<file path="config.mk">
export PLATFORM = sky130hd
export DESIGN_NAME = clock_set_ctrl
export DESIGN_NICKNAME = d
export VERILOG_FILES = /design/src/rtl/clock_set_ctrl.sv
export SDC_FILE = /design/constraint.sdc
export NUM_CORES = 1
export LEC_CHECK = 0
export CAP_MARGIN = 20
export CORE_ASPECT_RATIO = 1.25
export CORE_MARGIN = 8
export CORE_UTILIZATION = 55
export CTS_CLUSTER_DIAMETER = 120
export DETAILED_ROUTE_END_ITERATION = 10
export PLACE_DENSITY = 0.79
export SYNTH_ARGS = -nofsm -noshare
export SYNTH_HDL_FRONTEND = slang
export SYNTH_SLANG_ARGS = --single-unit
</file>
<file path="constraint.sdc">
create_clock -name clk -period 3.17 [get_ports clk]
set_input_delay 0.951 -clock clk [delete_from_list [all_inputs] [get_ports clk]]
set_output_delay 0.951 -clock clk [all_outputs]
set_load 0.005 [all_outputs]
</file>
<file path="src/rtl/clock_set_ctrl.sv">
// clock_set_ctrl: time-setting controller for the HH-MM-SS display clock.
// Debounces the mode and increment keys, runs the RUN/SET_H/SET_M/SET_S
// mode FSM, edits the BCD time fields, drives the per-digit blink mask and
// issues a one-cycle load of the edited time into the time counter.
//
// Optional feature macro: SET_TIMEOUT_EN (edit inactivity timeout back to RUN).
//
// Ports:
//   clk, rst              system clock, synchronous active-high reset
//   key_mode, key_inc     raw active-low keys, asynchronous to clk
//   cur_hour/min/sec      live BCD time from the counter
//   set_hour/min/sec      edited BCD time
//   load                  one-cycle pulse, counter takes set_* this cycle
//   hold                  counter must not advance while high
//   blink_mask            per-display-position blank request
//   mode_state            0 RUN, 1 SET_H, 2 SET_M, 3 SET_S
//
// state | meaning
// RUN   | normal timekeeping, keys other than mode ignored
// SET_H | editing hours
// SET_M | editing minutes
// SET_S | editing seconds, next mode press loads the counter
module clock_set_ctrl #(
  parameter int DB_CYCLES      = 1000000,
  parameter int BLINK_CYCLES   = 20000000,
  parameter int TIMEOUT_CYCLES = 400000000
) (
  input  logic       clk,
  input  logic       rst,
  input  logic       key_mode,
  input  logic       key_inc,
  input  logic [7:0] cur_hour,
  input  logic [7:0] cur_min,
  input  logic [7:0] cur_sec,
  output logic [7:0] set_hour,
  output logic [7:0] set_min,
  output logic [7:0] set_sec,
  output logic       load,
  output logic       hold,
  output logic [7:0] blink_mask,
  output logic [1:0] mode_state
);

  typedef enum logic [1:0] {RUN = 2'd0, SET_H = 2'd1, SET_M = 2'd2, SET_S = 2'd3} state_t;

  localparam int DB_W = $clog2(DB_CYCLES);
  localparam int BL_W = $clog2(BLINK_CYCLES);

  // Key path, bit 0 = mode, bit 1 = inc. Levels are active-low, 1 = released.
  logic [1:0]      key_raw, sync1, sync2, db_lvl, db_prev, press;
  logic [DB_W-1:0] db_cnt [2];

  assign key_raw = {key_inc, key_mode};

  always_ff @(posedge clk) begin
    if (rst) begin
      sync1   <= 2'b11;
      sync2   <= 2'b11;
      db_lvl  <= 2'b11;
      db_prev <= 2'b11;
      for (int i = 0; i < 2; i++) db_cnt[i] <= '0;
    end else begin
      sync1   <= key_raw;
      sync2   <= sync1;
      db_prev <= db_lvl;
      for (int i = 0; i < 2; i++) begin
        if (sync2[i] == db_lvl[i]) begin
          db_cnt[i] <= '0;
        end else if (db_cnt[i] == DB_W'(DB_CYCLES - 1)) begin
          db_lvl[i] <= sync2[i];
          db_cnt[i] <= '0;
        end else begin
          db_cnt[i] <= db_cnt[i] + DB_W'(1);
        end
      end
    end
  end

  // Press = falling edge of the debounced level; release produces nothing.
  assign press = db_prev & ~db_lvl;

  logic mode_ev, inc_ev;
  assign mode_ev = press[0];
  assign inc_ev  = press[1];

  // BCD field step with wrap at lim; illegal captured values restart at 00.
  function automatic logic [7:0] bcd_inc(input logic [7:0] v, input logic [7:0] lim);
    if (v >= lim || v[3:0] > 4'd9) return 8'h00;
    else if (v[3:0] == 4'd9)       return {v[7:4] + 4'd1, 4'd0};
    else                           return {v[7:4], v[3:0] + 4'd1};
  endfunction

  state_t          state, state_nxt;
  logic [7:0]      hour_nxt, min_nxt, sec_nxt;
  logic            load_nxt;
  logic [BL_W-1:0] blink_cnt, blink_nxt;
  logic            phase, phase_nxt;

`ifdef SET_TIMEOUT_EN
  localparam int TO_W = $clog2(TIMEOUT_CYCLES);
  logic [TO_W-1:0] to_cnt, to_nxt;
`endif

  always_ff @(posedge clk) begin
    if (rst) begin
      state     <= RUN;
      set_hour  <= 8'h12;
      set_min   <= 8'h00;
      set_sec   <= 8'h00;
      load      <= 1'b0;
      blink_cnt <= '0;
      phase     <= 1'b0;
`ifdef SET_TIMEOUT_EN
      to_cnt    <= '0;
`endif
    end else begin
      state     <= state_nxt;
      set_hour  <= hour_nxt;
      set_min   <= min_nxt;
      set_sec   <= sec_nxt;
      load      <= load_nxt;
      blink_cnt <= blink_nxt;
      phase     <= phase_nxt;
`ifdef SET_TIMEOUT_EN
      to_cnt    <= to_nxt;
`endif
    end
  end

  always_comb begin
    state_nxt = state;
    hour_nxt  = set_hour;
    min_nxt   = set_min;
    sec_nxt   = set_sec;
    load_nxt  = 1'b0;
    blink_nxt = blink_cnt + BL_W'(1);
    phase_nxt = phase;

    // Mode is checked first so a simultaneous inc is discarded.
    case (state)
      RUN: begin
        if (mode_ev) begin
          state_nxt = SET_H;
          hour_nxt  = cur_hour;
          min_nxt   = cur_min;
          sec_nxt   = cur_sec;
        end
      end
      SET_H: begin
        if (mode_ev)     state_nxt = SET_M;
        else if (inc_ev) hour_nxt  = bcd_inc(set_hour, 8'h23);
      end
      SET_M: begin
        if (mode_ev)     state_nxt = SET_S;
        else if (inc_ev) min_nxt   = bcd_inc(set_min, 8'h59);
      end
      SET_S: begin
        if (mode_ev) begin
          state_nxt = RUN;
          load_nxt  = 1'b1;
        end else if (inc_ev) begin
          sec_nxt = bcd_inc(set_sec, 8'h59);
        end
      end
      default: state_nxt = RUN;
    endcase

`ifdef SET_TIMEOUT_EN
    to_nxt = '0;
    if (state != RUN && !mode_ev && !inc_ev) begin
      if (to_cnt == TO_W'(TIMEOUT_CYCLES - 1)) state_nxt = RUN;
      else                                     to_nxt    = to_cnt + TO_W'(1);
    end
`endif

    // Restart blinking on entry to an edit state so the field shows first.
    if (state_nxt != state && state_nxt != RUN) begin
      blink_nxt = '0;
      phase_nxt = 1'b0;
    end else if (blink_cnt == BL_W'(BLINK_CYCLES - 1)) begin
      blink_nxt = '0;
      phase_nxt = ~phase;
    end
  end

  assign mode_state = state;
  assign hold       = (state != RUN) | load;

  always_comb begin
    blink_mask = 8'h00;
    if (phase) begin
      case (state)
        SET_H:   blink_mask = 8'b1100_0000;
        SET_M:   blink_mask = 8'b0001_1000;
        SET_S:   blink_mask = 8'b0000_0011;
        default: blink_mask = 8'h00;
      endcase
    end
  end

endmodule

</file>
=== Word-level counts from Yosys, hierarchy flattened ===
Memory sizes are Yosys's and may differ from the RTL's.
Cells that the tools add are included.

* Add/subtract/negate cells: 9
* Order comparisons: 6
* Equal/unequal tests: 22
* Mux-type cells: 56
* Bitwise logic cells: 13
* Reduce and logical (&&, ||, !) cells: 21

{| class="wikitable"
|+ Operators with widths
! operator !! count
|-
| 8-bit two-way mux || 16
|-
| 20-bit two-way mux || 6
|-
| 8-bit one-hot mux with 2 select lines || 3
|-
| 20-bit by 1-bit adder with 20-bit output, second input constant || 2
|-
| 20-bit == test, second input constant || 2
|-
| 25-bit by 1-bit adder with 25-bit output, second input constant || 1
|-
| 25-bit == test, second input constant || 1
|-
| 1-bit two-way mux || 25
|-
| 4-bit by 1-bit adder with 4-bit output, second input constant || 6
|-
| 8-bit one-hot mux with 3 select lines || 1
|-
| 8-bit by 7-bit >= comparator with 1-bit output, second input constant || 2
|-
| 5-bit AND reduction || 3
|-
| 2-bit != test, second input constant || 7
|-
| 4-bit == test, second input constant || 3
|-
| 4-bit greater-than comparator, second input constant || 3
|-
| 4-bit AND reduction || 3
|-
| 2-bit nonzero test || 5
|-
| 3-bit != test, second input constant || 3
|-
| 8-bit by 6-bit >= comparator with 1-bit output, second input constant || 1
|-
| 2-bit two-way mux || 4
|-
| 2-bit one-hot mux with 4 select lines || 1
|-
| 1-bit bitwise OR || 7
|-
| 2-bit == test, second input constant || 2
|-
| 1-bit NOT || 4
|-
| 11 further kinds || 16
|}

* Flip-flop bits (word level): 61
* Bits in writable memories: 40
* Input bits: 28
* Word-level logic and storage cells: 143
* Memories kept: 1

{| class="wikitable"
|+ Memory list
! memory !! depth !! bits a word !! rd ports !! clocked after memory_dff !! wr ports !! RTL line !! text
|-
| db_cnt || 2 || 20 || 2 || 0 || 2 || 51 || <nowiki>logic [DB_W-1:0] db_cnt [2];</nowiki>
|}

=== Logic depth before layout (Yosys ltp) ===
* Word-level depth: 7
* Mapped depth: 7

=== Worst setup path before layout ===
OpenSTA, ideal clock, no wires.

* Path kind: register to output
* From: reg state[0] (netlist: mode_state[0])
* To: out blink_mask[7]
* Data arrival time: 1.071 ns
* Required time: 2.219 ns
* Path slack: 1.148 ns
* Cell stages (with the launch flop): 5
* Buffers on the path: 2
* Cell sequence: dfxtp_1 buf_6 nor2b_1 and2_1 buf_4

* Cells in the longest elaborated chain, start to end: 3
* Elaborated cells between the ends (all ways): 5
* Those cells by class: eq/ne (3); mux (2)

{| class="wikitable"
|+ RTL lines
! item !! RTL line !! text
|-
| from (decl) || 93 || <nowiki>state_t state, state_nxt;</nowiki>
|-
| from (signal assigned) || 117 || <nowiki>state <= state_nxt;</nowiki>
|-
| 2-bit == test or 2-bit by 1-bit == test with 1-bit output (tied branches) || 192 || <nowiki>case (state)</nowiki>
|-
| 8-bit one-hot mux with 3 select lines (*) || 192 ||
|-
| 8-bit two-way mux (*) || 191 || <nowiki>if (phase) begin</nowiki>
|-
| to (decl) || 40 || <nowiki>output logic [7:0] blink_mask,</nowiki>
|}

Mark *: on every way between the ends. The rest lies on a longest branch, timed or not.

=== Final worst setup path ===
* From: reg state[1] (netlist: mode_state[1])
* To: out blink_mask[4]

Same word-level chain as after synthesis.

==> out/summary.txt <==
Path class of the lowest-slack min-delay path -> reg2reg
Buffers on Ports -> 61
Skew final -> 0.00935 ns
Overall power of the completed layout -> 2.58 mW
Boundary Pins -> 64
Area of the die -> 12900 µm²
Crit path time final -> 2.83 ns
Clock insertion delay at the later pin of the skew report -> 0.34 ns
Reported max-cap violation count -> 0
Commonest cells in the netlist -> sky130_fd_sc_hd__nor2_1 (102), sky130_fd_sc_hd__dfxtp_1 (61), sky130_fd_sc_hd__nand2_1 (48)
Final Setup Violations -> 0
Mapped Area -> 5240 µm²
Share of flip-flops with an asynchronous set or reset -> 0
H-Tree Level Count -> 3
Wire length of the first global-routing pass -> 19400 µm
Kind of capture point of the worst setup path -> output pin
Cell types occupying the most area after synthesis -> sky130_fd_sc_hd__dfxtp_1 (23%), sky130_fd_sc_hd__edfxtp_1 (23%), sky130_fd_sc_hd__nor2_1 (7.3%)
Worst-Margin Slew -> 0.724 ns
Critical path data arrival time -> 1.88 ns
# Post-CTS Setup Buffers -> 0
Minimum hold slack -> 0.412 ns
Residual DRC -> 0
Signed area change from the synthesized netlist to the final layout -> 21.7%
Worst max-slew margin expressed relative to the limit -> 0.513
Clock transition at path regs -> 0.06 ns
Core Rows -> 40
Antenna viol nets, final -> 0
Status -> finished, final reports clean
Sequential-to-total area share from yosys stat -> 0.463
Number of standard cells in the final layout excluding fillers -> 800
Starting density of the core -> 0.554
Unrepaired setup endpoints after global routing -> false
Post-cts repair resize count -> 0
Count of unique library cells instantiated by Yosys -> 59
Quantity of hold-fixing buffers added after cts -> 0
Req. time, crit path -> 2.22 ns
Maximum VDD drop -> 0.257 mV
Total CTS buffers -> 9
Final net count -> 706
Post-Syn Instances -> 574
Layout cells sized above 1 -> 0.0564
Number of storage elements in the synthesis netlist -> 101
Setup total negative slack -> 0 ns
Post-Route WL -> 11400 µm
Maximum clock insertion buffer count -> 2
Area of all placed cells without fillers -> 6370 µm²
Height of the die -> 125 µm
Final Wtd Congestion -> 0.807
Leakage power -> 2.22 nW
Critical path start-end classification -> reg2out
Filler Cell Count -> 723
Cell count after placement -> 784
Peak fanout along the critical path -> 12
Vias/cell -> 5.44
Vias in the first global route -> 4216
Top cell type's share of synthesized area -> 0.233
Largest net degree at the start of global routing -> 33
Post-Syn Area per Cell -> 9.12 µm²
Starting DRC count in detailed routing -> 234
Placed cell areas -> 6070 µm²
Number of hold violations in the final report -> 0
Clock sink count -> 101
Chip Width -> 103 µm
GRT overflow -> 0
Total global-route track usage -> 0.184
Count of yosys warnings during synthesis -> 0
Library cell with the highest instance count after synthesis -> sky130_fd_sc_hd__nor2_1
DRT Pass-1 Iters -> 4
Element type at the critical path start -> register
Antenna cells -> 0
Number of enable flip-flop cells after synthesis -> 40
Via count -> 4353
Placed wire-length estimate -> 8280 µm
Power density over the cells -> 405 nW/µm²
Upper clock frequency limit -> 353 MHz
Root buf cell -> sky130_fd_sc_hd__clkbuf_16
Count of pins over their slew limit -> 0
Antenna violations before repair -> 0
Cell accounting for the most synthesized area -> sky130_fd_sc_hd__dfxtp_1
TritonCTS clock tree -> done
Final critical-path share of the clock period -> 0.893
Drt wl/cell -> 14.2 µm
Core box area -> 9460 µm²
Main synth FF type -> sky130_fd_sc_hd__dfxtp_1
[state kept, by name, summed over array words and instances, names as in the netlist]
register    flops
db_cnt         40
blink_cnt      25
set_hour        8
set_min         8
set_sec         8
db_lvl          2
db_prev         2
mode_state      2
sync1           2
sync2           2
load            1
phase           1
[routing by layer]
layer	up-vias	share of wire	GRT usage	wire length, µm
li1	2171	-	-	-
met1	2061	0.42	0.214	4790
met2	95	0.52	0.314	5910
met3	26	0.035	0.0372	395
met4	0	0.024	0.0803	275
met5	-	0	0	0
[final cells by class]
type | instances | area, µm² | area share
multi-input cells | 482 | 2820 | 0.443
flip-flops and latches | 101 | 2420 | 0.380
repair buffers | 64 | 633 | 0.0994
clock buffers | 13 | 282 | 0.0442
well taps | 126 | 158 | 0.0247
inverters | 11 | 41.3 | 0.00648
clock inverters | 3 | 16.3 | 0.00255
[critical path: stages (launching register included)]
cell and delay, ns:
sky130_fd_sc_hd__dfxtp_1 0.56, sky130_fd_sc_hd__and2b_1 0.29, sky130_fd_sc_hd__and2_1 0.18, sky130_fd_sc_hd__clkdlybuf4s50_1 0.51
[layout by cell type (no fill, tap or decap), types with 13 or more instances in the layout]
cell type and instances:
sky130_fd_sc_hd__nand2_1 48, sky130_fd_sc_hd__clkdlybuf4s50_1 61, sky130_fd_sc_hd__conb_1 42, sky130_fd_sc_hd__nand3_1 35, sky130_fd_sc_hd__xor2_1 41, sky130_fd_sc_hd__a21oi_1 21
sky130_fd_sc_hd__edfxtp_1 40, sky130_fd_sc_hd__a211oi_1 13, sky130_fd_sc_hd__dfxtp_1 61, sky130_fd_sc_hd__nor3_1 25, sky130_fd_sc_hd__nand4_1 15, sky130_fd_sc_hd__nor2_1 102
sky130_fd_sc_hd__xnor2_1 22
[cells by family after synthesis]
logic type	share of synthesized area
fa+ha+maj	0.0215
other cells	0.00143
xor+xnor	0.105
compound gates	0.0961
simple gates	0.284
buf+inv	0.0275
flops	0.463
mux	0.00191
[stage by stage]
stage / setup slack, ns / util
after global routing: 0.260 / 0.674
after detailed placement: 0.532 / 0.642
after floorplan: 1.15 / -
final: 0.339 / 0.674
after CTS: 0.332 / 0.674
after global placement: 0.622 / 0.642
[power by group]
| part | total [mW] | switching, mW | internal [mW] |
|---|---|---|---|
| combinational | 0.106 | 0.0510 | 0.0547 |
| sequential | 1.41 | 0.0289 | 1.38 |
| clock | 1.07 | 0.453 | 0.620 |
| total | 2.58 | 0.533 | 2.05 |
[path summary, 6_finish.rpt]
check	from	endpoint	slack [ns]	cells after the start
setup / recovery	mode_state[1]$_SDFF_PP0_	blink_mask[4]	0.34	3
setup reg to reg	db_cnt[1][0]$_SDFFCE_PN0P_	db_cnt[1][15]$_SDFFCE_PN0P_	0.75	6
hold / removal	sync1[1]$_SDFF_PP1_	sync2[1]$_SDFF_PP1_	0.41	1
hold reg to reg	sync1[1]$_SDFF_PP1_	sync2[1]$_SDFF_PP1_	0.41	1
No activity file was read; power rests on OpenSTA's default activity.
